--- src/rtl/alu_share_arbiter.sv ---
// Round-robin arbiter sharing one combinational ALU among NUM_REQ requesters,
// with a registered issue stage feeding the ALU and a registered response stage.
package multicore_pkg;
  localparam int DATA_SIZE = 32;

  typedef enum logic [3:0] {
    ADD  = 4'd0,
    SUB  = 4'd1,
    SLL  = 4'd2,
    SLT  = 4'd3,
    SLTU = 4'd4,
    SRL  = 4'd5,
    SRA  = 4'd6,
    LXOR = 4'd7,
    LOR  = 4'd8,
    LAND = 4'd9
  } t_aluop;
endpackage

module alu
  import multicore_pkg::*;
(
  input  t_aluop                       funct,
  input  logic signed [DATA_SIZE-1:0]  op_a,
  input  logic signed [DATA_SIZE-1:0]  op_b,
  output logic signed [DATA_SIZE-1:0]  result
);
  // Shift amounts use the full op_b value; large shifts saturate naturally.
  always_comb begin
    result = {DATA_SIZE{1'b0}};
    case (funct)
      ADD:     result = op_a + op_b;
      SUB:     result = op_a - op_b;
      SLL:     result = op_a << op_b;
      SLT:     result = {{(DATA_SIZE-1){1'b0}}, (op_a < op_b)};
      SLTU:    result = {{(DATA_SIZE-1){1'b0}}, ($unsigned(op_a) < $unsigned(op_b))};
      SRL:     result = $unsigned(op_a) >> op_b;
      SRA:     result = op_a >>> op_b;
      LXOR:    result = op_a ^ op_b;
      LOR:     result = op_a | op_b;
      LAND:    result = op_a & op_b;
      default: result = {DATA_SIZE{1'bx}};
    endcase
  end
endmodule

module alu_share_arbiter
  import multicore_pkg::*;
#(
  parameter int NUM_REQ = 4,
  parameter int ID_W    = $clog2(NUM_REQ)
) (
  input  logic                                       i_clk,
  input  logic                                       i_reset,
  input  logic        [NUM_REQ-1:0]                  i_req_valid,
  input  t_aluop      [NUM_REQ-1:0]                  i_req_funct,
  input  logic signed [NUM_REQ-1:0][DATA_SIZE-1:0]   i_req_op_a,
  input  logic signed [NUM_REQ-1:0][DATA_SIZE-1:0]   i_req_op_b,
  output logic        [NUM_REQ-1:0]                  o_req_ready,
  output logic        [NUM_REQ-1:0]                  o_rsp_valid,
  output logic        [ID_W-1:0]                     o_rsp_id,
  output logic signed [DATA_SIZE-1:0]                o_rsp_result,
  output logic                                       o_busy
);
  logic        [ID_W-1:0]      rr_ptr;
  logic        [NUM_REQ-1:0]   grant;
  logic        [ID_W-1:0]      gnt_id;
  logic        [ID_W:0]        scan_sum;
  logic        [ID_W-1:0]      scan_idx;
  logic                        found;
  logic                        cand;
  logic                        hs;
  logic        [ID_W-1:0]      ptr_next;
  logic                        iss_valid;
  t_aluop                      iss_funct;
  logic signed [DATA_SIZE-1:0] iss_op_a;
  logic signed [DATA_SIZE-1:0] iss_op_b;
  logic        [ID_W-1:0]      iss_id;
  logic signed [DATA_SIZE-1:0] alu_result;

  // Round-robin scan starting at rr_ptr; the first valid requester wins.
  always_comb begin
    grant    = {NUM_REQ{1'b0}};
    gnt_id   = {ID_W{1'b0}};
    found    = 1'b0;
    scan_sum = {(ID_W+1){1'b0}};
    scan_idx = {ID_W{1'b0}};
    cand     = 1'b0;
    for (int k = 0; k < NUM_REQ; k++) begin
      scan_sum = {1'b0, rr_ptr} + (ID_W+1)'(k);
      scan_idx = (scan_sum >= (ID_W+1)'(NUM_REQ)) ? ID_W'(scan_sum - (ID_W+1)'(NUM_REQ))
                                                   : ID_W'(scan_sum);
      cand     = !found && i_req_valid[scan_idx];
      grant[scan_idx] = grant[scan_idx] | cand;
      gnt_id   = cand ? scan_idx : gnt_id;
      found    = found | cand;
    end
  end

  assign o_req_ready = i_reset ? {NUM_REQ{1'b0}} : grant;
  assign hs          = |o_req_ready;
  assign ptr_next    = (gnt_id == ID_W'(NUM_REQ - 1)) ? {ID_W{1'b0}} : gnt_id + ID_W'(1);

  alu u_alu (
    .funct  (iss_funct),
    .op_a   (iss_op_a),
    .op_b   (iss_op_b),
    .result (alu_result)
  );

  // Pointer, issue stage and response stage; o_busy tracks the next-cycle occupancy.
  always_ff @(posedge i_clk) begin
    if (i_reset) begin
      rr_ptr       <= {ID_W{1'b0}};
      iss_valid    <= 1'b0;
      iss_funct    <= ADD;
      iss_op_a     <= {DATA_SIZE{1'b0}};
      iss_op_b     <= {DATA_SIZE{1'b0}};
      iss_id       <= {ID_W{1'b0}};
      o_rsp_valid  <= {NUM_REQ{1'b0}};
      o_rsp_id     <= {ID_W{1'b0}};
      o_rsp_result <= {DATA_SIZE{1'b0}};
      o_busy       <= 1'b0;
    end else begin
      if (hs) begin
        rr_ptr    <= ptr_next;
        iss_valid <= 1'b1;
        iss_funct <= i_req_funct[gnt_id];
        iss_op_a  <= i_req_op_a[gnt_id];
        iss_op_b  <= i_req_op_b[gnt_id];
        iss_id    <= gnt_id;
      end else begin
        iss_valid <= 1'b0;
      end
      if (iss_valid) begin
        o_rsp_valid  <= {{(NUM_REQ-1){1'b0}}, 1'b1} << iss_id;
        o_rsp_id     <= iss_id;
        o_rsp_result <= alu_result;
      end else begin
        o_rsp_valid  <= {NUM_REQ{1'b0}};
      end
      o_busy <= hs | iss_valid;
    end
  end
endmodule

--- config.mk ---
export PLATFORM = sky130hd
export DESIGN_NAME = alu_share_arbiter
export DESIGN_NICKNAME = d
export VERILOG_FILES = /design/src/rtl/alu_share_arbiter.sv
export SDC_FILE = /design/constraint.sdc
export NUM_CORES = 1
export LEC_CHECK = 0
export CAP_MARGIN = 10
export CORE_MARGIN = 2
export CORE_UTILIZATION = 45
export DETAILED_ROUTE_END_ITERATION = 7
export DONT_BUFFER_PORTS = 1
export SLEW_MARGIN = 40
export SYNTH_ARGS = -nofsm -noshare
export SYNTH_HDL_FRONTEND = slang
export SYNTH_HIERARCHICAL = 1
export SYNTH_SLANG_ARGS = --single-unit
--- constraint.sdc ---
create_clock -name i_clk -period 5.25 [get_ports i_clk]
set_input_delay 0.525 -clock i_clk [delete_from_list [all_inputs] [get_ports i_clk]]
set_output_delay 0.525 -clock i_clk [all_outputs]
set_load 0.005 [all_outputs]
Word-level counts from Yosys, hierarchy flattened:

Cells that the tools add are included.

* register bits after elaboration: 112
* input bits: 278
* logic and storage cells: 119

* $add $sub $neg: 10
* $lt $le $gt $ge: 15
* equality and inequality tests: 10
* shift operators: 4
* mux-type cells: 45
* bitwise operators: 12
* reductions and logical operators: 13

Operators by type and width (count)
* $pmux 32 s10: 1
* $bmux 32 s2: 2
* $lt 32x32->1: 2
* $mux 32: 2
* $add 32x32->32: 1
* $and 32x32->32: 1
* $or 32x32->32: 1
* $shl 32x32->32: 1
* $shr 32x32->32: 1
* $sshr 32x32->32: 1
* $sub 32x32->32: 1
* $xor 32x32->32: 1
* $mux 2: 9
* $bmux 1 s2: 8
* $eq 4x3->1 const B: 4
* $lt 2x3->1 const B: 5
* $mux 1: 13
* $bwmux 4: 3
* $ge 3x3->1 const B: 3
* $bmux 4 s2: 1
* $demux 1 s2: 4
* $eq 4x2->1 const B: 2
* $eq 4x4->1 const B: 2
* $ge 2x1->1 const B: 4
* 17 further kinds: 36

Longest topological paths before layout:

Gate-level depths: netlist of run 1.

* depth in word-level cells: 22
* gate-level depth with buffers: 18
* gate-level depth less buffers: 15

By module:

Netlist of run 1, hierarchy kept.

Modules (own cells, without submodules)
* alu: instances 1, cells an instance 1394, area each 9023.7 µm², seq. area each 0.0 µm²
* alu_share_arbiter: instances 1, cells an instance 705, area each 7233.2 µm², seq. area each 2242.2 µm²

Least setup slack after synthesis of run 1:

Ideal clock, no wire load.

* path kind: reg2reg
* from: register with a tool-made name
* to: register iss_id[0]
* setup time: 0.123 ns
* data arrival time: 3.819 ns
* data required time: 5.127 ns
* slack: 1.307 ns
* stages on the path, launching flop included: 15
* buffers on the path: 3
* path through: dfxtp_1 > buf_6 > inv_2 > ha_1 > clkbuf_1 > mux4_2 > mux2i_4 > o2111ai_1 > or3_1 > a31oi_2 > o221ai_2 > or2_1 > a2111oi_4 > buf_12 > mux2_1

RTL lines
* to (signal assigned): line 119 `iss_id <= {ID_W{1'b0}};`
* to (signal assigned): line 131 `iss_id <= gnt_id;`
* to (decl): line 78 `logic [ID_W-1:0] iss_id;`

Final worst setup path of run 1:

* from: register rr_ptr[1]
* to: register iss_op_a[2]

* word-level cells in the longest chain between the ends: 21
* elaborated cells between the ends (all ways): 75
* classes of those cells: add/sub: 7; order compare: 12; mux: 38; bitwise: 7; reduce/logical: 11

Ends and longest elaborated chain
* from (decl): line 65 `logic [ID_W-1:0] rr_ptr;`
* from (signal assigned): line 114 `rr_ptr <= {ID_W{1'b0}};`
* from (signal assigned): line 126 `rr_ptr <= ptr_next;`
* $ge 2x3->1 / $sub 2x1->2 (equally long branches): line 91 `scan_idx = (scan_sum >= (ID_W+1)'(NUM_REQ)) ? ID_W'(scan_sum - (ID_W+1)'(NUM_REQ))`
* $mux 2: line 91
* $lt 2x3->1 (implied by the code) / $ge 2x1->1 (equally long branches): line 94 `grant[scan_idx] = grant[scan_idx] | cand;`
* $logic_and 1x1->1 (implied by the code): line 94
* $mux 1 (implied by the code): line 94
* $demux 1 s2: line 94
* $and 4x4->4 (no line)
* $bmux 1 s2: line 94
* (+6 left out)
* $bwmux 4: line 94
* $bmux 1 s2: line 94
* $mux 1 (implied by the code): line 94
* $or 1x1->1: line 94
* $bwmux 4 (*): line 94
* $mux 4 (*): line 100 `assign o_req_ready = i_reset ? {NUM_REQ{1'b0}} : grant;`
* named net o_req_ready[2]: line 59 `output logic [NUM_REQ-1:0] o_req_ready,`
* $reduce_or 4->1 (*): line 101 `assign hs = |o_req_ready;`
* to (signal assigned): line 117 `iss_op_a <= {DATA_SIZE{1'b0}};`
* to (signal assigned): line 129 `iss_op_a <= i_req_op_a[gnt_id];`
* to (decl): line 76 `logic signed [DATA_SIZE-1:0] iss_op_a;`

Mark *: on every way through the listed nets, which the timed path passes. The rest lies on a longest branch. The select of a mux whose other input is x is not followed.
A chain may end at the register's enable or synchronous reset.

==> results of run 1 <==
worst max-delay path, cell delays in order (launching register included):
cell	delay, ps
dfxtp_1	570
inv_1	190
ha_1	450
mux4_2	450
mux2i_4	230
o2111ai_1	260
or3_1	470
a31oi_2	200
o221ai_2	130
o31ai_2	370
inv_2	110
a2111oi_4	270
buf_12	240
buf_12	280
mux2i_1	220
registers in the layout, summed over array words and instances, names as in the netlist, named ones only:
register / flops
iss_op_a: 32
iss_op_b: 32
o_rsp_result: 32
iss_funct: 4
o_rsp_valid: 4
iss_id: 2
o_rsp_id: 2
iss_valid: 1
o_busy: 1
rr_ptr: 1
path summary, 6_finish.rpt:
path,start,end
min,i_reset,flop
min reg2reg,iss_id[1]$_SDFFE_PP0P_,o_rsp_valid[1]$_SDFF_PP0_
max,rr_ptr[1]$_SDFFE_PP0P_,iss_op_a[2]$_SDFFE_PP0P_
max reg2reg,rr_ptr[1]$_SDFFE_PP0P_,iss_op_a[2]$_SDFFE_PP0P_
layer usage:
| layer | wire (um) | vias up | track usage |
|---|---|---|---|
| li1 | - | 7514 | - |
| met1 | 26800 | 7726 | 0.428 |
| met2 | 29000 | 892 | 0.523 |
| met3 | 5060 | 152 | 0.0527 |
| met4 | 3500 | 2 | 0.171 |
| met5 | 13 | - | 0 |
power groups by stage:
stage / Sequential [uW] / Combinational (uW) / Clock [uW]
final: 1960 / 11300 / 738
after detailed placement: 1970 / 11000 / 0
after global routing: 2000 / 12200 / 792
after global placement: 1950 / 10900 / 0
after CTS: 1950 / 11100 / 766
after floorplan: 1600 / 8750 / 0
cells by family after synthesis:
family	Yosys count
compound gates	591
xor+xnor	9
fa+ha+maj	102
buf+inv	269
flops	112
mux	420
simple gates	596
cell type report:
type,instances,area [sq um],area share
multi-input cells,1718,12800,0.759
clock inverters,7,87.6,0.00519
inverters,99,373,0.0221
repair buffers,62,541,0.0321
well taps,461,577,0.0342
flip-flops and latches,112,2250,0.134
diodes,1,2.50,0.000148
clock buffers,9,225,0.0134
Yosys cell counts (all sizes together) (5+ instances only):
master and instances:
or3 14, a2111oi 9, a211oi 44, nand2b 82
nor4 11, o22ai 16, mux2i 316, and2 23
mux2 91, o31ai 14, or2 9, o21bai 15
a31oi 16, a221o 8, clkbuf 107, mux4 13
o211ai 18, a21boi 9, nand3 28, a21oi 145
o221ai 14, inv 97, dfxtp 112, nand2 120
nor2b 12, o21a 12, a21o 17, ha 100
xnor2 5, o21ai 136, buf 63, and3 14
nor2 220, a22oi 19, nand4 7, o2111ai 11
a221oi 36, o311ai 5, nor3 40
through the flow:
step                total power (uW)   util  setup WS [ps]  area, sq um  hold WS [ps]
finish                         14000  0.474            689        16900           226
global placement               12900  0.465            898        16500           476
global route                   15000  0.474            396        16900           211
floorplan                      10400      -           1310        16300           446
CTS                            13800  0.473            725        16800           200
detailed placement             13000  0.465            752        16500           482
==> metrics.yaml, run 1 <==
finish:
  area_growth_pct: 3.73
  drive_above_1_share: 0.117
  final_nets: 2382
  finalNonFillerCells: 2469
  fillers: 3602
  layout_common_cells: "315 x mux2i_1, 215 x nor2_1, 143 x a21oi_1"
  final_common_cell: "mux2i_1"
worst_setup_path:
  start_kind: "flop"
  worstRegToRegCells: 14
  path_max_fanout: 37
  r2r_slack_ps: 690
  critPathKind: "flop to flop"
  cp.required_ps: 5570
  critPathArrivalTime_ps: 4880
  worstSetupEndpointType: "flop"
die:
  fp.dieH_um: 194
  rows: 69
  core_sq_um: 35600
  die_w_um: 194
  die_area_sq_um: 37700
  initial_utilization: 0.457
  pin_count: 321
timing:
  period_share: 0.869
  rsz0062_at_grt: "false"
  finalHoldViolations: 0
  min_period_ps: 4560
  tightest_slew_ps: 894
  max_freq_mhz: 219
  relSlewSlack: 0.404
  fin_worst_skew_ps: 12.1
  drv_slew: 0
  tns_ps: 0
  finalSetupViolCount: 0
power_and_ir_drop:
  leakage_uw: 0.00699
  swShare: 0.562
  seq_power_share: 0.140
  cell_internal_pwr_uw: 6140
  p_comb_frac: 0.808
  pwr-share-clk: 0.053
  p_switching_uw: 7890
  ir_worst_vdd_uv: 1220
  power_density_nw_per_um2: 832
min_path:
  hold_class: "input pin to flop"
  min_delay_path_depth: 1
cts:
  cts_hold_buf: 0
  clkTransAtPathRegs_ps: 80
  ctsResizeCount: 0
  cts_setup_buffers: 0
  insertion_delay_ps: 390
  root_buffer: "clkbuf_16"
  cts_tree: "yes"
  h-tree-depth: 3
  clockBufferDepth: 2
  cts.sinks: 112
  cts_buffers: 9
drt:
  post_drt_wl_per_cell_um: 26.1
  drtIter0Drc: 1778
  detail-route-antenna-nets: 0
  drt-total-wl_um: 64400
  vias: 16300
  via_per_inst: 6.60
  first_pass_iters: 6
  drcViolationCount: 0
synthesis:
  yosys.area.top_type: "mux2i_1"
  synth.area.top_cells: "mux2i_1 19%, dfxtp_1 14%, ha_1 7.7%"
  yosys.area_share.simple: 0.175
  synth-edff-count: 0
  synthMuxAreaShare: 0.276
  synth_top_family_by_area: "multiplexers"
  ys.warnings.count: 6
  synth-compound-area-share: 0.249
  yosys.area_share.adder: 0.0794
  synth_xor_area_frac: 0.00485
  synth-seq-area-share: 0.138
  synth.cell_area_sq_um: 16300
  synth_seq_cells: 112
  synth_ff_type: "dfxtp_1"
  avgSynthCellArea_sq_um: 7.75
  synth_top_area_share: 0.194
  syn-num-nets: 2479
  synth_cell_types: 100
  syn_inst: 2099
  ys_async_sr_fraction: 0
placed_design:
  place_hpwl_um: 49700
  port_buffers: 0
  gp_congestion: 1.06
  dp_cells: 2451
global_route:
  grt-ovfl-total: 0
  grt_pass1_vias: 15400
  grt_pass1_wl_um: 95900
  grt_use_total: 0.329
  grt_max_degree: 120
  antenna_found_initial: 3
outcome:
  outcome: "complete, no violations"
job:
  maxCapViolCount: 0
No activity file was read; power rests on OpenSTA's default activity.
==> inputs of run 2 (changes only) <==
- clock period: 5.25 -> 3.8 ns (I/O delays scaled with it)
==> run 2 against run 1 <==
Net effect: the flow now finishes with violations (setup timing); critical endpoint is now iss_op_a[17]$_SDFFE_PP0P_; non-clock buffer count is 192 higher; largest power group unchanged; clock skew is 9.8 ps higher; setup slack worse by 760 ps; first-iteration DRC count is 3.5% lower; final cell count is 7.7% higher; die area stayed put; critical path depth is 1 higher; combinational power is 62% higher.
==> metrics.yaml, run 2 (synthesized netlist as in run 1, its figures left out) <==
power_and_ir_drop:
  seq_power_share: 0.114
  swShare: 0.539
  ir_worst_vdd_uv: 1660
  leakage_uw: 0.00801
  p_comb_frac: 0.837
  cell_internal_pwr_uw: 10000
  power_density_nw_per_um2: 1170
  pwr-share-clk: 0.048
  p_switching_uw: 11800
cts:
  h-tree-depth: 3
  cts_tree: "yes"
  root_buffer: "clkbuf_16"
  clockBufferDepth: 2
  cts_buffers: 9
  cts_hold_buf: 0
  clkTransAtPathRegs_ps: 80
  insertion_delay_ps: 410
  cts.sinks: 112
worst_setup_path:
  worstRegToRegCells: 15
  worstSetupEndpointType: "flop"
  path_max_fanout: 7
  critPathArrivalTime_ps: 4190
  r2r_slack_ps: -70
  critPathKind: "flop to flop"
  cp.required_ps: 4130
  rr_endpoint: "iss_op_a[17]$_SDFFE_PP0P_"
  start_kind: "flop"
finish:
  layout_common_cells: "312 x mux2i_1, 230 x buf_4, 216 x nor2_1"
  final_nets: 2574
  drive_above_1_share: 0.203
  reg_top3: "iss_op_a: 32 flops, iss_op_b: 32 flops, o_rsp_result: 32 flops"
  seq_area_sq_um: 2260
  final_common_cell: "mux2i_1"
  multiInputGateArea_sq_um: 12900
  antennaDiodeCount: 0
  post-route-util: 0.523
  final_area_sq_um: 18600
  area_growth_pct: 14.4
  fillers: 3538
min_path:
  min_delay_path_depth: 1
  worstHoldStart: "i_reset"
  hold_class: "input pin to flop"
placed_design:
  gp_congestion: 1.05
  place_hpwl_um: 55400
  port_buffers: 0
  placed_cell_area_sq_um: 17900
timing:
  finalSetupViolCount: 38
  rsz0062_at_grt: "true"
  tightest_slew_ps: 915
  max_freq_mhz: 259
  min_period_ps: 3870
  period_share: 1.02
  timing.final.ws_setup_ps: -66.5
  fin_worst_skew_ps: 21.9
  finalHoldViolations: 0
  whs_ps: 60.9
  drv_slew: 0
  tns_ps: -1250
  relSlewSlack: 0.383
die:
  die_area_sq_um: 37700
  pin_count: 321
  core_sq_um: 35600
  die_w_um: 194
  rows: 69
  fp.dieH_um: 194
  initial_utilization: 0.457
job:
  maxCapViolCount: 0
drt:
  detail-route-antenna-nets: 0
  drtIter0Drc: 1715
  via_per_inst: 6.43
  vias: 17100
  post_drt_wl_per_cell_um: 26.4
  first_pass_iters: 7
  drcViolationCount: 0
  drt-total-wl_um: 70300
global_route:
  grt_pass1_vias: 16700
  grt-ovfl-total: 0
  antenna_found_initial: 0
  grt_pass1_wl_um: 103000
  grt_max_degree: 120
  grt_use_total: 0.355
outcome:
  violations: "setup timing"
  outcome: "complete, but fails checks"
==> run 2: changes by cell type in the layout (fill, tap and decap cells not counted), sizes merged <==
cell    delta
buf      +188
clkbuf     +4
diode      -1
==> run 2: power groups by stage <==
| stage | logic (uW) | clock network, uW | registers [uW] |
|---|---|---|---|
| after floorplan | 12100 | 0 | 2220 |
| after global placement | 16600 | 0 | 2520 |
| after detailed placement | 16800 | 0 | 2540 |
| after CTS | 17000 | 1080 | 2500 |
| after global routing | 19500 | 1120 | 2560 |
| final | 18300 | 1050 | 2490 |
==> run 2: critical path, stage by stage (launching register included) <==
cell	delay [ps]
dfxtp_4	430
inv_6	60
ha_4	150
mux4_2	520
mux2i_4	230
o2111ai_2	150
buf_4	170
a21boi_1	120
o31ai_1	360
o221ai_2	180
or2_4	280
a2111oi_4	370
buf_4	230
clkbuf_16	190
clkbuf_16	170
mux2i_1	180
==> run 2: stage by stage <==
| step | std cells | setup slack [ps] | total power [uW] |
|---|---|---|---|
| after detailed placement | 2624 | -144 | 19300 |
| after CTS | 2645 | 37.9 | 20500 |
| after global routing | 2660 | -126 | 23200 |
| final | 2660 | -66.5 | 21800 |
| after global placement | 2624 | -6.66 | 19100 |
| after floorplan | 2099 | 8.86 | 14300 |
==> run 2: worst max-delay path by stage <==
stage                                      start                        end  slack (ps)
after CTS                                   flop   iss_op_a[7]$_SDFFE_PP0P_          40
after global routing                        flop  iss_op_a[12]$_SDFFE_PP0P_        -130
after floorplan           rr_ptr[1]$_SDFFE_PP0P_     iss_id[0]$_SDFFE_PP0P_           9
after global placement                      flop   iss_op_a[1]$_SDFFE_PP0P_          -7
final                                       flop  iss_op_a[17]$_SDFFE_PP0P_         -70
after detailed placement                    flop   iss_op_a[7]$_SDFFE_PP0P_        -140
==> run 2: cell type report <==
type	instances	area share
multi-input cells	1718	0.694
flip-flops and latches	112	0.122
repair buffers	254	0.115
well taps	461	0.0310
inverters	99	0.0202
clock buffers	9	0.0121
clock inverters	7	0.00511
==> run 2: routing by layer <==
layer / up-vias / wire [um] / global-route usage
met1: 8182 / 29000 / 0.451
met3: 170 / 5280 / 0.0558
li1: 7904 / - / -
met2: 849 / 31400 / 0.570
met4: 0 / 4600 / 0.206
met5: - / 0 / 0
==> run 2: what timing repair did <==
| item | in CTS | in global routing |
|---|---|---|
| setup endpoints to repair | 68 | 82 |
| pin swaps | 1 | 8 |
| cloned | 0 | 5 |
| buffers inserted | 5 | 9 |
| resized for setup | 3 | 47 |
==> inputs of run 3 (changes only) <==
- CORE_ASPECT_RATIO: not set -> 0.9
==> run 3 against run 2 <==
Net effect: the flow still finishes with violations (setup timing); final cell count rose by 2.0%; clock skew fell by 5.8 ps; die area barely moved; largest power group unchanged; first-iteration DRC count rose by 21%; flip-flop and latch count did not move; total power rose by 3.2%; setup slack got worse by 8.3 ps; largest cell class unchanged; utilization rose by 0.80 points; clock power rose by 9%; fmax fell by 0.21%; via count rose by 2.1%.
==> metrics.yaml, run 3 (synthesized netlist as in run 1, its figures left out) <==
global_route:
  grt_pass1_vias: 16600
  grt_pass1_wl_um: 104000
  antenna_found_initial: 3
  grt_use_total: 0.367
  grt-ovfl-total: 0
  grt_max_degree: 120
power_and_ir_drop:
  leakage_uw: 0.00823
  ir_worst_vdd_uv: 1610
  total_power_uw: 22500
  power_density_nw_per_um2: 1180
die:
  die_area_sq_um: 37700
  initial_utilization: 0.454
  core_sq_um: 35800
  rows: 66
  pin_count: 321
  fp.dieH_um: 184
  die_w_um: 204
worst_setup_path:
  critPathArrivalTime_ps: 4200
  cp_cell_sequence: "buf_6, inv_8, ha_4, mux4_2, mux2i_4, o32ai_1, or4_4, a31oi_4, o221ai_4, o31ai_4, inv_2, a2111oi_4, buf_6, clkbuf_16, clkbuf_16, mux2i_1"
  critPathSlowestCell: "or4_4"
  cpPeakStageDelay_ps: 470
  worstSetupEndpointType: "flop"
  path_max_fanout: 7
  cp.required_ps: 4120
  start_kind: "flop"
  critPathKind: "flop to flop"
  critPathBufInv: 6
  cp_top_family: "compound AO/OA/AOI/OAI gates"
drt:
  post_drt_wl_per_cell_um: 26.6
  drt-total-wl_um: 72000
  detail-route-antenna-nets: 0
  first_pass_iters: 7
  drcViolationCount: 0
  via_per_inst: 6.44
  drtIter0Drc: 2067
  vias: 17500
timing:
  period_share: 1.02
  fin_worst_skew_ps: 16.1
  min_period_ps: 3870
  relSlewSlack: 0.397
  max_freq_mhz: 258
  tightest_slew_ps: 901
  timing.final.ws_setup_ps: -74.7
  finalHoldViolations: 0
  drv_slew: 0
  rsz0062_at_grt: "true"
  finalSetupViolCount: 59
placed_design:
  gp_congestion: 1.07
  port_buffers: 0
  place_hpwl_um: 56400
finish:
  area_growth_pct: 17.1
  post-route-util: 0.531
  fillers: 3571
  final_nets: 2609
  final_common_cell: "mux2i_1"
  reg_top3: "iss_op_a: 32 flops, iss_op_b: 32 flops, o_rsp_result: 32 flops"
  drive_above_1_share: 0.217
  layout_common_cells: "313 x mux2i_1, 256 x buf_4, 217 x nor2_1"
cts:
  cts_tree: "yes"
  root_buffer: "clkbuf_16"
  cts_buffers: 9
  h-tree-depth: 3
  cts.sinks: 112
  insertion_delay_ps: 400
  clkTransAtPathRegs_ps: 100
  clockBufferDepth: 2
min_path:
  hold_class: "input pin to flop"
job:
  maxCapViolCount: 0
outcome:
  violations: "setup timing"
  outcome: "complete, but fails checks"
[run 3: changes by cell type in the layout (fill, tap and decap cells not counted), sizes merged]
| cell | before | now |
|---|---|---|
| buf | 250 | 283 |
| bufinv | 0 | 1 |
| clkbuf | 13 | 15 |
| clkinv | 5 | 6 |
| clkinvlp | 1 | 0 |
| diode | 0 | 2 |
| inv | 100 | 99 |
[run 3: per-stage QoR]
| step | cell area, sq um | cells | TNS [ps] | hold WS, ps | setup WS, ps |
|---|---|---|---|---|---|
| floorplan | 16300 | 2099 | 0 | 446 | 8.86 |
| global placement | 18000 | 2658 | 0 | 470 | 52.8 |
| detailed placement | 18000 | 2658 | -575 | 463 | -68.7 |
| CTS | 18500 | 2683 | 0 | 54.7 | 2.22 |
| global route | 19000 | 2711 | -9250 | 46.6 | -169 |
| finish | 19000 | 2712 | -1560 | 58.7 | -74.7 |
[run 3: cell type report]
class | instances | area [sq um] | share of cell area
multi-input combinational | 1718 | 13000 | 0.681
timing repair buffer | 289 | 2500 | 0.132
sequential | 112 | 2260 | 0.119
tap | 476 | 596 | 0.0313
inverter | 99 | 379 | 0.0199
clock buffer | 9 | 225 | 0.0118
clock inverter | 7 | 108 | 0.00565
antenna | 2 | 5.00 | 0.000263
[run 3: worst reg2reg max path, stage by stage, from the launching register on]
cell	delay [ps]
dfxtp_4	390
buf_6	120
inv_8	40
ha_4	270
mux4_2	400
mux2i_4	240
o32ai_1	130
or4_4	470
a31oi_4	230
o221ai_4	150
o31ai_4	240
inv_2	80
a2111oi_4	300
buf_6	180
clkbuf_16	190
clkbuf_16	170
mux2i_1	200
[run 3: path summary, 6_finish.rpt]
check                                             from                         to  slack, ps  depth (start not counted)
worst max-delay path                              flop   iss_op_a[4]$_SDFFE_PP0P_        -70                         16
worst min register to register  iss_id[1]$_SDFFE_PP0P_  o_rsp_valid[1]$_SDFF_PP0_        500                          1
worst max register to register                    flop   iss_op_a[4]$_SDFFE_PP0P_        -70                         16
worst min-delay path                           i_reset                       flop         60                          1
[run 3: power by group]
part | switching [uW] | total, uW | internal (uW)
Sequential | 698 | 2450 | 1750
Clock | 601 | 1140 | 542
Combinational | 10700 | 18900 | 8180
[run 3: repair_timing]
item,in CTS,in global routing
setup buffers,9,20
setup endpoints to repair,64,85
pin swaps,4,19
cloned,0,8
resized for setup,7,55
hold buffers,0,0
[run 3: metal layers]
metal | global-route usage | wire (um) | vias up
met5 | 0 | 8 | -
met1 | 0.478 | 30300 | 8346
met4 | 0.179 | 3530 | 2
met2 | 0.593 | 32500 | 971
li1 | - | - | 7979
met3 | 0.0525 | 5680 | 169
